File: src/rtl/sobel_pkg.sv
// rtl/sobel_pkg.sv - shared types, window indices and saturation helper for the Sobel gradient pipe
package sobel_pkg;

    localparam int PIX_W = 8;
    localparam int MAG_W = PIX_W + 3;

    typedef logic [PIX_W-1:0] pixel_t;
    typedef pixel_t [0:8]     window_t;

    // Row-major window positions, index 0 is top-left
    localparam int TL = 0;
    localparam int TM = 1;
    localparam int TR = 2;
    localparam int ML = 3;
    localparam int MM = 4;
    localparam int MR = 5;
    localparam int BL = 6;
    localparam int BM = 7;
    localparam int BR = 8;

    function automatic pixel_t sat_pix(input logic [MAG_W-1:0] mag);
        return (|mag[MAG_W-1:PIX_W]) ? '1 : mag[PIX_W-1:0];
    endfunction

endpackage

File: src/rtl/sobel_axis_sum.sv
// rtl/sobel_axis_sum.sv - combinational weighted axis sum a + 2b + c, two bits of growth so it never wraps
module sobel_axis_sum #(
    parameter int PIX_W = 8
) (
    input  logic [PIX_W-1:0] a,
    input  logic [PIX_W-1:0] b,
    input  logic [PIX_W-1:0] c,
    output logic [PIX_W+1:0] sum
);

    always_comb begin
        sum = {2'b00, a} + {1'b0, b, 1'b0} + {2'b00, c};
    end

endmodule

File: src/rtl/sobel_gradient_pipe.sv
// rtl/sobel_gradient_pipe.sv - 3-stage |Gx|+|Gy| Sobel magnitude pipe with per-frame pixel count
// Optional SOBEL_THRESH_EN: binarise the magnitude against the threshold port instead of saturating.
module sobel_gradient_pipe #(
    parameter int PIX_W        = sobel_pkg::PIX_W,
    parameter int FRAME_PIXELS = 62500
) (
    input  logic             clk,
    input  logic             n_rst,
    input  logic             in_valid,
    output logic             in_ready,
    input  logic [PIX_W-1:0] window [0:8],
`ifdef SOBEL_THRESH_EN
    input  logic [PIX_W-1:0] threshold,
`endif
    output logic             out_valid,
    input  logic             out_ready,
    output logic [PIX_W-1:0] out_pixel,
    output logic             frame_done
);
    import sobel_pkg::*;

    localparam int SUM_W = PIX_W + 2;
    localparam int DIF_W = PIX_W + 3;
    localparam int MW    = PIX_W + 3;
    localparam int CNT_W = (FRAME_PIXELS > 1) ? $clog2(FRAME_PIXELS) : 1;
    localparam logic [CNT_W-1:0] LAST_IDX = CNT_W'(FRAME_PIXELS - 1);

    logic             adv;
    logic             v1, v2, v3;
    logic [SUM_W-1:0] gx_p_c, gx_n_c, gy_p_c, gy_n_c;
    logic [SUM_W-1:0] gx_p_q, gx_n_q, gy_p_q, gy_n_q;
    logic signed [DIF_W-1:0] gx_d, gy_d;
    logic [DIF_W-1:0] gx_a, gy_a;
    logic [DIF_W-1:0] ax_q, ay_q;
    logic [MW-1:0]    mag;
    logic [PIX_W-1:0] pix_c;
    logic [CNT_W-1:0] cnt_q;
    logic             unused_centre;

    // The centre tap has zero weight in both kernels
    assign unused_centre = ^window[MM];

    // A stall freezes every stage, bubbles included
    assign adv       = ~v3 | out_ready;
    assign in_ready  = adv;
    assign out_valid = v3;
    assign frame_done = v3 & (cnt_q == LAST_IDX);

    sobel_axis_sum #(.PIX_W(PIX_W)) u_gx_p (
        .a(window[TR]), .b(window[MR]), .c(window[BR]), .sum(gx_p_c)
    );
    sobel_axis_sum #(.PIX_W(PIX_W)) u_gx_n (
        .a(window[TL]), .b(window[ML]), .c(window[BL]), .sum(gx_n_c)
    );
    sobel_axis_sum #(.PIX_W(PIX_W)) u_gy_p (
        .a(window[BL]), .b(window[BM]), .c(window[BR]), .sum(gy_p_c)
    );
    sobel_axis_sum #(.PIX_W(PIX_W)) u_gy_n (
        .a(window[TL]), .b(window[TM]), .c(window[TR]), .sum(gy_n_c)
    );

    always_comb begin
        gx_d = $signed({1'b0, gx_p_q}) - $signed({1'b0, gx_n_q});
        gy_d = $signed({1'b0, gy_p_q}) - $signed({1'b0, gy_n_q});
        gx_a = gx_d[DIF_W-1] ? -gx_d : gx_d;
        gy_a = gy_d[DIF_W-1] ? -gy_d : gy_d;
    end

    always_comb begin
        mag = ax_q + ay_q;
`ifdef SOBEL_THRESH_EN
        pix_c = (mag >= MW'(threshold)) ? '1 : '0;
`else
        pix_c = (|mag[MW-1:PIX_W]) ? '1 : mag[PIX_W-1:0];
`endif
    end

    always_ff @(posedge clk or negedge n_rst) begin
        if (!n_rst) begin
            v1     <= 1'b0;
            gx_p_q <= '0;
            gx_n_q <= '0;
            gy_p_q <= '0;
            gy_n_q <= '0;
        end else if (adv) begin
            v1     <= in_valid;
            gx_p_q <= gx_p_c;
            gx_n_q <= gx_n_c;
            gy_p_q <= gy_p_c;
            gy_n_q <= gy_n_c;
        end
    end

    always_ff @(posedge clk or negedge n_rst) begin
        if (!n_rst) begin
            v2   <= 1'b0;
            ax_q <= '0;
            ay_q <= '0;
        end else if (adv) begin
            v2   <= v1;
            ax_q <= gx_a;
            ay_q <= gy_a;
        end
    end

    always_ff @(posedge clk or negedge n_rst) begin
        if (!n_rst) begin
            v3        <= 1'b0;
            out_pixel <= '0;
        end else if (adv) begin
            v3        <= v2;
            out_pixel <= pix_c;
        end
    end

    // Count only changes on a handshake, so frame_done holds during a stall
    always_ff @(posedge clk or negedge n_rst) begin
        if (!n_rst) begin
            cnt_q <= '0;
        end else if (v3 & out_ready) begin
            cnt_q <= frame_done ? '0 : cnt_q + CNT_W'(1);
        end
    end

endmodule

File: config.mk
export PLATFORM = sky130hd
export DESIGN_NAME = sobel_gradient_pipe
export DESIGN_NICKNAME = d
export VERILOG_FILES = /design/src/rtl/sobel_pkg.sv /design/src/rtl/sobel_axis_sum.sv /design/src/rtl/sobel_gradient_pipe.sv
export SDC_FILE = /design/constraint.sdc
export NUM_CORES = 1
export LEC_CHECK = 0
export BUFFER_PORTS_ARGS = -buffer_cell sky130_fd_sc_hd__buf_2
export CAP_MARGIN = 20
export CORE_ASPECT_RATIO = 0.5
export CORE_MARGIN = 8
export CORE_UTILIZATION = 45
export CTS_BUF_LIST = sky130_fd_sc_hd__clkbuf_4 sky130_fd_sc_hd__clkbuf_8
export CTS_CLUSTER_DIAMETER = 60
export CTS_CLUSTER_SIZE = 25
export DETAILED_ROUTE_END_ITERATION = 12
export GPL_TIMING_DRIVEN = 1
export SETUP_SLACK_MARGIN = 0.05
export SLEW_MARGIN = 20
export SYNTH_ARGS = -nofsm -noshare
export SYNTH_HDL_FRONTEND = slang
export SYNTH_SLANG_ARGS = --single-unit
File: constraint.sdc
create_clock -name clk -period 6 [get_ports clk]
set_input_delay 0.3 -clock clk [delete_from_list [all_inputs] [get_ports clk]]
set_output_delay 0.3 -clock clk [all_outputs]
set_load 0.005 [all_outputs]
==> flow_summary.toml <==
[worst_setup_path]
crit_type = "reg -> out"
required_ns = 5.70
endpoint_kind = "output pin"
start_kind = "register"
cp.arrival_ns = 2.60
r2r_setup_slack_ns = 3.11
path_max_fanout = 72

[drt]
first_pass_iters = 5
remaining_drc_errors = 0
routed_via_density = 5.22
routed_wl_um = 16100
route.vias.total = 5321
wl_per_cell_um = 15.7
final_antenna_net_count = 0
drt_iter0_markers = 223

[sta]
hold_viol = 0
slew_violations = 0
setup_viol = 0
slew_headroom = 0.440
fin_setup_tns_ns = 0
fin_crit_ns = 2.90
rsz0062_at_grt = "false"
worst-slew-pin-transition_ns = 0.827
period_share = 0.483
fmax_mhz = 345
fin_skew_ns = 0.00964
worst_slack_ns = 3.10

[power]
peakVddDrop_mv = 0.187
power_density_mw_per_mm2 = 553
p_leak_nw = 3.67

[die]
dieArea_mm2 = 0.0199
die_h_um = 104
core-area_mm2 = 0.0153
initial_core_util = 0.455
num_io_pins = 87
die_w_um = 192
rows = 32

[grt]
grt_use_total = 0.168
grt_pass1_wl_um = 27400
grt_overflow = 0
grt_max_degree = 73
grt_antenna_before_repair = 0
grt_pass1_vias = 5498

[yosys]
synth_area_mm2 = 0.00694
async_reset_ff_frac = 1.00
synth_cell_types = 55
synth_edf_count = 0
syn-num-nets = 917
postSynthCellCount = 737
ys_warn_count = 0
ys_ff_latch = 89
synth-seq-area-share = 0.321
syn_area_per_cell_um2 = 9.41
synthFlopType = "dfrtp_1"

[clock_network]
cts_setup_buffers = 0
cts_max_path_buffers = 2
cts_tree = "built"
root_buffer = "clkbuf_8"
cts.reportedPaths.clkPinSlew_ns = 0.09
cts_hold_buf = 1
htree_levels = 3
numClockSinks = 89
insertion_delay_ns = 0.37
cts_made_buffers = 9
cts.repair.resized = 0

[final_layout]
antenna_cells = 0
final_common_cell = "dfrtp_1"
syn2layout_area_growth_pct = 12.0
drive_gt1_frac = 0.130
fin_nets = 991
layout_common_cells = "dfrtp_1, buf_2, a21oi_1, ha_1, nand2_1"

[run]
cap_viol_max_count = 0

[place]
place_congestion = 0.784
dp_worst_setup_slack_ns = 3.14
io_buffers = 78
dp_hpwl_um = 12800

[status]
status = "finished, final reports clean"

[min_path]
worstHoldPathType = "in -> reg"
==> power breakdown <==
part	switching [mW]	internal [mW]	total, mW	leakage [nW]
registers	0.137	0.834	0.971	1.05
clock network	0.221	0.227	0.448	0.111
logic	1.68	1.20	2.88	2.51
total	2.04	2.26	4.29	3.67
==> cell usage after synthesis (7+ instances only) <==
master,count,area (um2)
o32a_1,8,80.1
nand2b_1,8,50.1
a21oi_1,72,360
fa_1,35,701
nand2_1,66,248
nand3_1,8,40.0
nor2_1,63,236
xor2_1,33,289
dfrtp_1,89,2230
and3_1,8,50.1
o21ai_0,40,200
nor3_1,11,55.1
ha_1,69,863
a21o_1,20,150
nor3b_1,11,82.6
inv_1,49,184
nor2b_1,8,50.1
xnor2_1,28,245
o21ai_1,7,35.0
clkbuf_1,18,67.6
mux2i_1,7,70.1
==> cell type report <==
cell class	instances	area, um2
clock buffers	13	166
well taps	204	255
flip-flops and latches	89	2230
fillers	1468	7490
clock inverters	3	47.5
repair buffers	82	425
inverters	49	184
multi-input cells	580	4460
==> cells by family after synthesis <==
| group | after synthesis | synth area share |
|---|---|---|
| multiplexers | 7 | 0.0101 |
| buffers and inverters | 68 | 0.0368 |
| XOR/XNOR | 61 | 0.0770 |
| AND/OR/NAND/NOR | 212 | 0.147 |
| flip-flops | 89 | 0.321 |
| AO/OA/AOI/OAI | 196 | 0.183 |
| adder cells (fa/ha/maj) | 104 | 0.226 |
==> path summary, 6_finish.rpt <==
check / from / depth (start not counted) / endpoint
min in group asynchronous: n_rst / 2 / cnt_q[3]
hold / removal: in_valid / 3 / v1
setup / recovery: out_valid / 5 / in_ready
hold reg to reg: v2 / 1 / out_valid
setup reg to reg: ax_q[0] / 9 / out_pixel[4]
max in group asynchronous: n_rst / 3 / gy_p_q[7]
==> critical path, cell delays in order, from the launching register on <==
cell	delay (ns)
dfrtp_1	0.43
nor2b_4	0.14
buf_4	0.30
inv_2	0.43
buf_4	0.65
buf_2	0.24
==> layer usage <==
layer | global-route usage | part of all wire | wire, um | up-vias
li1 | - | - | - | 2745
met1 | 0.248 | 0.54 | 8610 | 2483
met2 | 0.249 | 0.42 | 6720 | 83
met3 | 0.0351 | 0.036 | 581 | 10
met4 | 0.0361 | 0.0092 | 148 | 0
met5 | 0 | 0 | 0 | -
==> flip-flops by register name (all words and copies together) (netlist names) <==
register and count:
ax_q 11, out_valid 1, v1 1, gx_n_q 10, gy_n_q 10, ay_q 11
gx_p_q 10, out_pixel 8, v2 1, cnt_q 16, gy_p_q 10
==> metrics by stage <==
| step | cell area [um2] | util | hold slack [ns] | power (mW) | cells |
|---|---|---|---|---|---|
| after global placement | 7540 | 0.494 | 0.252 | 3.79 | 1003 |
| after detailed placement | 7540 | 0.494 | 0.250 | 3.86 | 1003 |
| after global routing | 7770 | 0.509 | 0.122 | 4.75 | 1020 |
| final | 7770 | 0.509 | 0.133 | 4.29 | 1020 |
| after floorplan | 6940 | - | 0.00441 | 3.22 | 737 |
| after CTS | 7770 | 0.509 | 0.111 | 4.33 | 1020 |
No activity file was read; power rests on OpenSTA's default activity.
